<file path="config.mk">
export PLATFORM = sky130hd
export DESIGN_NAME = serial_adder_ctrl
export DESIGN_NICKNAME = d
export VERILOG_FILES = /design/src/rtl/serial_adder_ctrl.sv
export SDC_FILE = /design/constraint.sdc
export NUM_CORES = 1
export LEC_CHECK = 0
export BUFFER_PORTS_ARGS = -buffer_cell sky130_fd_sc_hd__buf_2
export CORE_ASPECT_RATIO = 0.8
export CORE_MARGIN = 10
export CORE_UTILIZATION = 52
export CTS_CLUSTER_DIAMETER = 30
export DETAILED_ROUTE_END_ITERATION = 10
export HOLD_SLACK_MARGIN = 0.15
export MAX_ROUTING_LAYER = met4
export PLACE_DENSITY_LB_ADDON = 0.12
export SETUP_SLACK_MARGIN = 0.1
export SLEW_MARGIN = 10
export SYNTH_ARGS = -nofsm -noshare
export SYNTH_HDL_FRONTEND = slang
export SYNTH_HIERARCHICAL = 1
export SYNTH_SLANG_ARGS = --single-unit
</file>
<file path="constraint.sdc">
create_clock -name clk -period 2.15 [get_ports clk]
set_clock_uncertainty 0.2 [all_clocks]
set_input_delay 0 -clock clk [delete_from_list [all_inputs] [get_ports clk]]
set_output_delay 0 -clock clk [all_outputs]
set_load 0.02 [all_outputs]
</file>
<file path="src/rtl/serial_adder_ctrl.sv">
// Bit-serial adder controller: one full_adder sequenced over WIDTH cycles, LSB first,
// with a registered carry and valid/ready handshakes on request and result.

// One-bit full adder: the whole arithmetic datapath of the controller below.
module full_adder (
  input  logic a_i,
  input  logic b_i,
  input  logic c_i,
  output logic sum_o,
  output logic c_o
);

  // Plain combinational sum and majority carry.
  always_comb begin
    sum_o = a_i ^ b_i ^ c_i;
    c_o   = (a_i & b_i) | (a_i & c_i) | (b_i & c_i);
  end

endmodule

module serial_adder_ctrl #(
  parameter int unsigned WIDTH = 8
) (
  input  logic             clk,
  input  logic             rst_n,
  input  logic             start_valid,
  output logic             start_ready,
  input  logic [WIDTH-1:0] a,
  input  logic [WIDTH-1:0] b,
  input  logic             c_in,
  output logic             result_valid,
  input  logic             result_ready,
  output logic [WIDTH-1:0] sum,
  output logic             c_out,
  output logic             busy
);

  localparam int unsigned       CntW    = $clog2(WIDTH + 1);
  localparam logic [CntW-1:0]   CntLast = CntW'(WIDTH - 1);
  localparam logic [CntW-1:0]   CntOne  = CntW'(1);

  typedef enum logic [1:0] {StIdle, StRun, StDone} state_e;

  state_e            state_q, state_d;
  logic [WIDTH-1:0]  a_sh_q, a_sh_d;
  logic [WIDTH-1:0]  b_sh_q, b_sh_d;
  logic [WIDTH-1:0]  sum_sh_q, sum_sh_d;
  logic              carry_q, carry_d;
  logic [CntW-1:0]   cnt_q, cnt_d;
  logic              fa_sum, fa_carry;

  full_adder u_fa (
    .a_i  (a_sh_q[0]),
    .b_i  (b_sh_q[0]),
    .c_i  (carry_q),
    .sum_o(fa_sum),
    .c_o  (fa_carry)
  );

  // Next-state and datapath update; every register holds unless its state moves it.
  always_comb begin
    state_d  = state_q;
    a_sh_d   = a_sh_q;
    b_sh_d   = b_sh_q;
    sum_sh_d = sum_sh_q;
    carry_d  = carry_q;
    cnt_d    = cnt_q;
    unique case (state_q)
      StIdle: begin
        // Operands are captured only here, on the accept edge.
        if (start_valid) begin
          a_sh_d  = a;
          b_sh_d  = b;
          carry_d = c_in;
          cnt_d   = '0;
          state_d = StRun;
        end
      end
      StRun: begin
        // Shift-and-insert form stays legal for WIDTH == 1 (no empty slice).
        sum_sh_d = (sum_sh_q >> 1) | (WIDTH'(fa_sum) << (WIDTH - 1));
        carry_d  = fa_carry;
        a_sh_d   = a_sh_q >> 1;
        b_sh_d   = b_sh_q >> 1;
        cnt_d    = cnt_q + CntOne;
        if (cnt_q == CntLast) begin
          state_d = StDone;
        end
      end
      StDone: begin
        if (result_ready) begin
          state_d = StIdle;
        end
      end
      default: state_d = StIdle;
    endcase
  end

  // State and datapath registers, cleared asynchronously.
  always_ff @(posedge clk or negedge rst_n) begin
    if (!rst_n) begin
      state_q  <= StIdle;
      a_sh_q   <= '0;
      b_sh_q   <= '0;
      sum_sh_q <= '0;
      carry_q  <= 1'b0;
      cnt_q    <= '0;
    end else begin
      state_q  <= state_d;
      a_sh_q   <= a_sh_d;
      b_sh_q   <= b_sh_d;
      sum_sh_q <= sum_sh_d;
      carry_q  <= carry_d;
      cnt_q    <= cnt_d;
    end
  end

  // Outputs decoded from registers only; carry_q holds the final carry through DONE and IDLE.
  always_comb begin
    start_ready  = (state_q == StIdle);
    result_valid = (state_q == StDone);
    busy         = (state_q == StRun) || (state_q == StDone);
    sum          = sum_sh_q;
    c_out        = carry_q;
  end

endmodule

</file>
== After elaboration in Yosys (flattened, before gate mapping) ==
Cells that the tools add are included.

* Bits in registers: 31
* Bits of input ports: 21
* Output and inout port bits: 12
* Logic and storage cells: 38

* $add $sub $neg: 1
* Eq/ne operators: 6
* Multiplexer cells: 12
* Bitwise logic cells: 8
* Reduce and logical (&&, ||, !) cells: 5

{| class="wikitable"
|+ Operators with widths
! kind !! number
|-
| 8-bit one-hot mux with 2 select lines || 2
|-
| 8-bit two-way mux || 2
|-
| 7-bit by 8-bit bitwise OR with 8-bit output || 1
|-
| 4-bit one-hot mux with 2 select lines || 1
|-
| 2-bit two-way mux || 3
|-
| 2-bit one-hot mux with 3 select lines || 1
|-
| 4-bit by 1-bit adder with 4-bit output, second input constant || 1
|-
| 4-bit by 3-bit equality test with 1-bit output, second input constant || 1
|-
| 4-bit two-way mux || 1
|-
| 2-bit != test, second input constant || 2
|-
| 1-bit bitwise AND || 3
|-
| 3-bit AND reduction || 1
|-
| 2-bit by 1-bit equality test with 1-bit output, second input constant || 1
|-
| 2-bit equality test, second input constant || 1
|-
| 2-bit logical NOT || 1
|-
| 2-bit by 1-bit != test with 1-bit output, second input constant || 1
|-
| 1-bit bitwise OR || 2
|-
| 1-bit one-hot mux with 2 select lines || 1
|-
| 2-bit AND reduction || 1
|-
| 2-bit nonzero test || 1
|-
| 1-bit XOR || 2
|-
| 1-bit logical OR || 1
|-
| 1-bit two-way mux || 1
|}

== Logic depth before layout (Yosys ltp) ==
Gate-level depths: netlist (run 1).

* Depth in word-level cells: 4
* Gate-level depth with buffers: 8
* Gate-level depth less buffers: 5

== By module ==
Netlist (run 1), hierarchy kept.

{| class="wikitable"
|+ By module, submodules not included
! module !! instances !! cells each !! area an instance (µm²) !! sequential area each (µm²)
|-
| serial_adder_ctrl || 1 || 126 || 1,431.4 || 775.7
|-
| full_adder || 1 || 1 || 20.0 || 0.0
|}

== Worst setup path before layout (run 1) ==
No wires, ideal clock.

* Path kind: register to register
* Start point: register state_q[0]
* End point: register state_q[0]
* Setup time: 0.125 ns
* Data arrival time: 1.490 ns
* Required time: 1.825 ns
* Setup slack: 0.335 ns
* Stages on the path, launching flop included: 5
* Path buffers: 0
* Period minus slack after synthesis: 1.815 ns
* Path through: dfrtp_1 > inv_1 > ha_1 > a222oi_1 > mux2_2

* Word-level cells in the longest chain between the ends: 3
* Elaborated cells between the ends (all ways): 8
* Those cells by class: eq/ne (5); mux (1); reduce/logical (2)

{| class="wikitable"
|+ Ends and longest elaborated chain
! item !! RTL line !! source
|-
| from (decl) || 44 || <nowiki>state_e state_q, state_d;</nowiki>
|-
| from (signal assigned) || 102 || <nowiki>state_q <= StIdle;</nowiki>
|-
| from (signal assigned) || 109 || <nowiki>state_q <= state_d;</nowiki>
|-
| 2-bit logical NOT (*) || n/a ||
|-
| named net start_ready || 27 || <nowiki>output logic start_ready,</nowiki>
|-
| 2-bit != test (no source line) || n/a ||
|-
| 3-bit AND reduction (no source line) || n/a ||
|}

The timed path passes the listed nets; every way through them passes the cells marked *.
A chain may end at the register's enable or synchronous reset.

== Worst setup path after layout (run 1) ==
* Start point: register state_q[0]
* End point: register state_q[0]

* Word-level cells in the longest chain between the ends: 3
* Elaborated cells between the ends (all ways): 8
* Those cells by class: eq/ne (5); mux (1); reduce/logical (2)

{| class="wikitable"
|+ Ends and longest elaborated chain
! item !! RTL line !! source
|-
| 2-bit by 1-bit equality test with 1-bit output (tied with other cells) || 68 || <nowiki>unique case (state_q)</nowiki>
|-
| 2-bit != test (no source line) / 2-bit by 1-bit != test with 1-bit output (equally long branches) || n/a ||
|-
| 3-bit AND reduction (no source line) || n/a ||
|}

Several ways; a longest one is shown, not always the timed one.

==> metrics.csv, run 1 <==
stage,metric,value,unit
route,wl_per_cell,14.2,um
yosys,yosysSeqAreaShare,53.4,%
yosys,ys_types,18,
route,viasPerCell,4.98,
route,drtAntennaViolNets,0,
clocking,cts_tree,done,
yosys,syn_nets,154,
final_layout,final_cell_area,1900,sq um
setup_path,critical-path-max-stage-delay,430,ps
placed_design,dp_cells,193,
timing,worst_pin_slew,666,ps
yosys,synth_ff_type,dfrtp_1,
clocking,postCtsSetupBuffers,0,
run_status,status,"complete, no violations",
global_routing,grt_overflow_total,0,
floorplan,initial_core_util,53.3,%
global_routing,gr-usage-met3,5.70,%
yosys,synth_warnings,6,
route,drtPass1Iterations,4,
placed_design,io_buffers,32,
timing,finalHoldViolations,0,
final_layout,finalNetCount,210,
route,drt_iter0_drc,29,
setup_path,critPathKind,reg2reg,
setup_path,cp.arrival,1920,ps
route,wl,3120,um
timing,min_period_over_period,87.9,%
setup_path,required,2180,ps
yosys,synth_most_common_cell,dfrtp_1,
global_routing,met2_usage,21.4,%
timing,drv_slew,0,
placed_design,gp_congestion,0.723,
global_routing,grt_max_degree,32,
timing,tns,0,ps
yosys,synthCells,127,
placed_design,dpl-instance-area,1650,sq um
final_layout,area_growth_syn_to_layout,30.9,%
timing,max_freq,529,MHz
floorplan,fp.dieH,67.3,um
timing,timing.final.ws_setup,260,ps
setup_path,crit_buf_inv,1,
power_and_ir_drop,power_density,1400,nW/um^2
run,max-cap-violations,0,
timing,rsz0062_at_grt,no,
clocking,h-tree-depth,2,
floorplan,die_x,79.1,um
floorplan,die_area,5320,sq um
floorplan,core_area,2720,sq um
timing,maxSlewHeadroom,55.6,%
placed_design,dp_hpwl,2130,um
timing,hold_slack,274,ps
clocking,cts-root-buf,clkbuf_4,
setup_path,slowest_stage,a222oi_1,
yosys,synth-edff-count,0,
clocking,cts_sinks,31,
clocking,numCtsBuffers,5,
clocking,clock_latency,330,ps
global_routing,grt_use_met1,13.3,%
setup_path,startpoint_type,flop,
clocking,clkTransAtPathRegs,90,ps
setup_path,path_max_fanout,5,
yosys,netlist_area,1450,sq um
final_layout,utilization,69.8,%
yosys,ys_top_cells_by_area,"dfrtp_1 53%, mux2i_1 11%, mux2_2 7.8%",
final_layout,instances_no_fill,220,
global_routing,antenna_found_initial,0,
setup_path,setup.worst_path.end_class,flop,
yosys,syn_area_per_cell,11.4,sq um
clocking,cts_max_path_buffers,2,
power_and_ir_drop,power.leakage,0.912,nW
worst_hold_path,hold_path.class,in2reg,
global_routing,track_usage,12.9,%
power_and_ir_drop,power,2.66,mW
yosys,synth_largest_area_cell,dfrtp_1,
placed_design,preCtsSetupSlack,284,ps
timing,min_period,1890,ps
power_and_ir_drop,peakVddDrop,0.000720,V
global_routing,grt_pass1_vias,1178,
floorplan,io_pins,33,
timing,finalSetupViolCount,0,
yosys,synth-seq-cells,31,
final_layout,multi_input_area,621,sq um
final_layout,drive_above_1_share,28.6,%
route,num_vias,1096,
setup_path,crit_chain,inv_1 -> ha_1 -> a222oi_1 -> mux2_2,
final_layout,diodes,0,
yosys,synth_commonest_cells,"31 x dfrtp_1, 21 x nand2_1, 18 x o21ai_0",
floorplan,num_rows,17,
setup_path,cp_top_family,compound AO/OA/AOI/OAI gates,
global_routing,grt_pass1_wl,5250,um
final_layout,n_fill_cell,214,
yosys,synth_top_area_share,53.4,%
global_routing,grt-busiest-layer,met2,
yosys,synth-async-reset-ratio,100,%
route,drc,0,
final_layout,ff_latch_area,776,sq um
==> sequential cells by signal (all words and copies together) (netlist names) <==
name     count
a_sh_q       8
state_q      2
cnt_q        4
c_out        1
sum          8
b_sh_q       8
==> layout make-up <==
class                           count  share of cell area (%)
Clock buffer                        6                    2.17
Inverter                            4                   0.790
Multi-Input combinational cell     84                    32.7
Sequential cell                    31                    40.8
Tap cell                           38                    2.50
Timing Repair Buffer               57                    21.1
==> placed cells by master, fill, tap and decap left out <==
cell type      synthesis  final
buf_4                  2      4
inv_1                  4      4
buf_2                  5     32
nand4b_1               1      1
nand2_1               21     21
nand3b_1               2      2
nand2b_1               3      3
a222oi_1               1      1
clkbuf_4               0      5
or4b_1                 1      1
mux2i_1               16     15
fa_1                   1      1
a32o_1                 1      1
mux2_2                10     10
nand3_1                4      4
dlygate4sd3_1          0     21
clkbuf_1               1      1
mux2i_2                0      1
o21ai_0               18     18
ha_1                   5      5
dfrtp_1               31     31
==> report_power, final <==
part	internal (mW)	leakage, nW	switching, mW
registers	0.869	0.386	0.179
logic	0.593	0.502	0.722
clock network	0.116	0.0242	0.179
==> layer usage <==
metal	wire (um)	up-vias
met2	1430	27
met5	0	-
met1	1420	511
li1	-	549
met4	87	0
met3	175	9
==> logic make-up (layout without fill, tap and decap cells) <==
| kind of cell | after synthesis | in the layout | synth area share [%] |
|---|---|---|---|
| AOI/OAI and AO/OA | 20 | 20 | 7.59 |
| DFF | 31 | 31 | 53.4 |
| muxes | 26 | 26 | 18.8 |
| buffers and inverters | 12 | 67 | 4.05 |
| adders and majority gates | 6 | 6 | 5.69 |
| and+or+nand+nor | 32 | 32 | 10.4 |
==> path summary, 6_finish.rpt <==
kind                                 start         end  slack [ps]  cells past startpoint
worst max-delay path            state_q[0]  state_q[0]         260                      4
worst min-delay path                  b[7]   b_sh_q[7]         270                      4
worst max register to register  state_q[0]  state_q[0]         260                      4
worst min register to register   b_sh_q[4]   b_sh_q[4]         290                      2
max in group asynchronous            rst_n      sum[2]         700                      3
min in group asynchronous            rst_n   a_sh_q[5]         610                      3
==> worst register-to-register path: cells and delay by family, from the launching register on <==
kind	cells	cell delay, ps
AO/OA/AOI/OAI	1	430
multiplexers	1	380
buffers and inverters	1	80
adder cells (fa/ha/maj)	1	290
flip-flops	1	400
==> timing repair <==
action	4_1_cts	5_1_grt
endpoints found under the hold margin	54	0
gates resized for setup	0	0
hold buffers	21	0
Power figures use the tool's default switching activity.
==> run 2, diff against run 1 <==
ABC_AREA = 1   (was default)
CORE_UTILIZATION = 53   (was 52)
==> metrics.csv, run 2 <==
stage,metric,value,unit
floorplan,core_area,2740,sq um
power_and_ir_drop,power.leakage,1.04,nW
yosys,ys_types,19,
yosys,netlist_area,1510,sq um
global_routing,grt_overflow_total,0,
route,drtPass1Iterations,4,
yosys,synth-seq-cells,31,
yosys,ys_top_cells_by_area,"dfrtp_1 51%, nand2_1 18%, o211ai_1 7.4%",
yosys,synth_largest_area_cell,dfrtp_1,
worst_hold_path,whs_path_depth,4,
placed_design,gp_congestion,0.829,
route,wl,3510,um
yosys,synth_warnings,6,
global_routing,grt_pass1_wl,5920,um
setup_path,required,2160,ps
timing,min_period_over_period,84.0,%
route,drt_iter0_drc,126,
timing,finalHoldViolations,0,
setup_path,path_max_fanout,24,
final_layout,final_cell_mix,"72 x nand2_1, 32 x buf_2, 31 x dfrtp_1, 21 x dlygate4sd3_1, 15 x o211ai_1",
yosys,synth_top_family_by_area,simple AND/OR/NAND/NOR gates,
yosys,synth-xor-area-share,0,%
setup_path,reg2reg_depth,6,
power_and_ir_drop,p_comb_share,48.9,%
floorplan,die_x,79.8,um
power_and_ir_drop,p_sw,1.22,mW
final_layout,finalNetCount,255,
clocking,postCtsSetupBuffers,0,
global_routing,grt_max_degree,32,
timing,rsz0062_at_grt,no,
final_layout,diodes,0,
yosys,synth-edff-count,0,
final_layout,drive_above_1_share,19.3,%
timing,tns,0,ps
yosys,synth-async-reset-ratio,100,%
yosys,synth_most_common_cell,nand2_1,
power_and_ir_drop,swShare,45.3,%
clocking,cts_max_path_buffers,2,
route,wl_per_cell,13.2,um
yosys,synth_top_area_share,51.2,%
floorplan,initial_core_util,55.2,%
placed_design,dp_hpwl,2300,um
timing,worst_pin_slew,680,ps
setup_path,setup.worst_path.end_class,flop,
yosys,yosysSeqAreaShare,51.2,%
power_and_ir_drop,p_int,1.47,mW
run_status,status,"complete, no violations",
setup_path,cp.arrival,1820,ps
yosys,synthMuxAreaShare,0,%
route,viasPerCell,4.95,
yosys,syn_area_per_cell,8.70,sq um
power_and_ir_drop,power_density,1380,nW/um^2
setup_path,startpoint_type,flop,
power_and_ir_drop,power,2.68,mW
clocking,h-tree-depth,2,
clocking,cts-resized-gates,0,
route,num_vias,1316,
run,max-cap-violations,0,
yosys,synth_fa_ha_area_share,5.45,%
yosys,synthCells,174,
yosys,yosys.area_share.simple,26.7,%
route,drtAntennaViolNets,0,
clocking,clock_latency,330,ps
worst_hold_path,hold_path.class,in2reg,
clocking,clkTransAtPathRegs,100,ps
timing,drv_slew,0,
timing,maxSlewHeadroom,54.7,%
final_layout,layout_commonest_cell,nand2_1,
floorplan,fp.dieH,67.8,um
clocking,cts_sinks,31,
final_layout,area_growth_syn_to_layout,28.7,%
floorplan,die_area,5410,sq um
yosys,synth_compound_area_share,10.1,%
floorplan,num_rows,17,
clocking,cts_tree,done,
power_and_ir_drop,seq_power_share,38.2,%
global_routing,track_usage,14.2,%
setup_path,critPathKind,reg2reg,
placed_design,io_buffers,32,
floorplan,io_pins,33,
yosys,synth_commonest_cells,"72 x nand2_1, 31 x dfrtp_1, 15 x o211ai_1",
power_and_ir_drop,pwr-share-clk,12.9,%
power_and_ir_drop,peakVddDrop,0.000832,V
timing,finalSetupViolCount,0,
global_routing,grt_pass1_vias,1339,
yosys,synth_ff_type,dfrtp_1,
clocking,cts-root-buf,clkbuf_4,
route,drc,0,
timing,min_period,1810,ps
timing,max_freq,554,MHz
clocking,cts_hold_buf,21,
yosys,syn_nets,201,
clocking,numCtsBuffers,5,
global_routing,antenna_found_initial,0,
[run 2: power groups by stage]
stage	Sequential [mW]	Combinational [mW]	Clock (mW)
floorplan	1.08	0.945	0
global placement	1.02	1.23	0
detailed placement	1.03	1.28	0
CTS	1.02	1.33	0.357
global route	1.06	1.50	0.376
finish	1.02	1.31	0.346
[run 2: layout make-up]
type                    count  area [sq um]
fillers                   210           796
clock inverters             1          5.00
flip-flops and latches     31           776
multi-input cells         124           639
well taps                  38          47.5
inverters                  11          43.8
repair buffers             55           385
clock buffers               6          51.3
[run 2: worst max-delay path, cell delays in order (launching register included)]
cell	delay, ps
dfrtp_1	410
inv_1	110
ha_1	200
buf_4	220
inv_2	210
o211ai_1	260
nand2_1	90
[run 2: cells by family after synthesis]
family	count (synthesis)
adders and majority gates	6
DFF	31
buffers and inverters	19
AOI/OAI and AO/OA	23
and+or+nand+nor	95
[run 2: through the flow]
stage,hold slack [ps],instances,worst slack (ps),instance area [sq um],utilization (%)
6_report,248,266,343,1950,71.0
5_1_grt,271,266,209,1950,71.0
3_3_place_gp,-128,238,452,1680,61.3
2_1_floorplan,-496,174,501,1510,-
4_1_cts,233,266,342,1950,71.0
3_5_place_dp,-122,238,391,1680,61.3
[run 2: routing by layer]
layer	track usage (%)	up-vias	wire, um
met1	15.6	618	1590
li1	-	664	-
met5	-	-	0
met4	5.26	0	44
met3	4.91	7	182
met2	23.7	27	1700
[run 2: worst paths after layout]
check | slack (ps) | endpoint | start
max | 340 | b_sh_q[3] | state_q[1]
min | 250 | b_sh_q[6] | b[6]
max reg2reg | 340 | b_sh_q[3] | state_q[1]
min reg2reg | 270 | sum[0] | sum[0]
max in group asynchronous | 730 | cnt_q[1] | rst_n
min in group asynchronous | 580 | a_sh_q[0] | rst_n
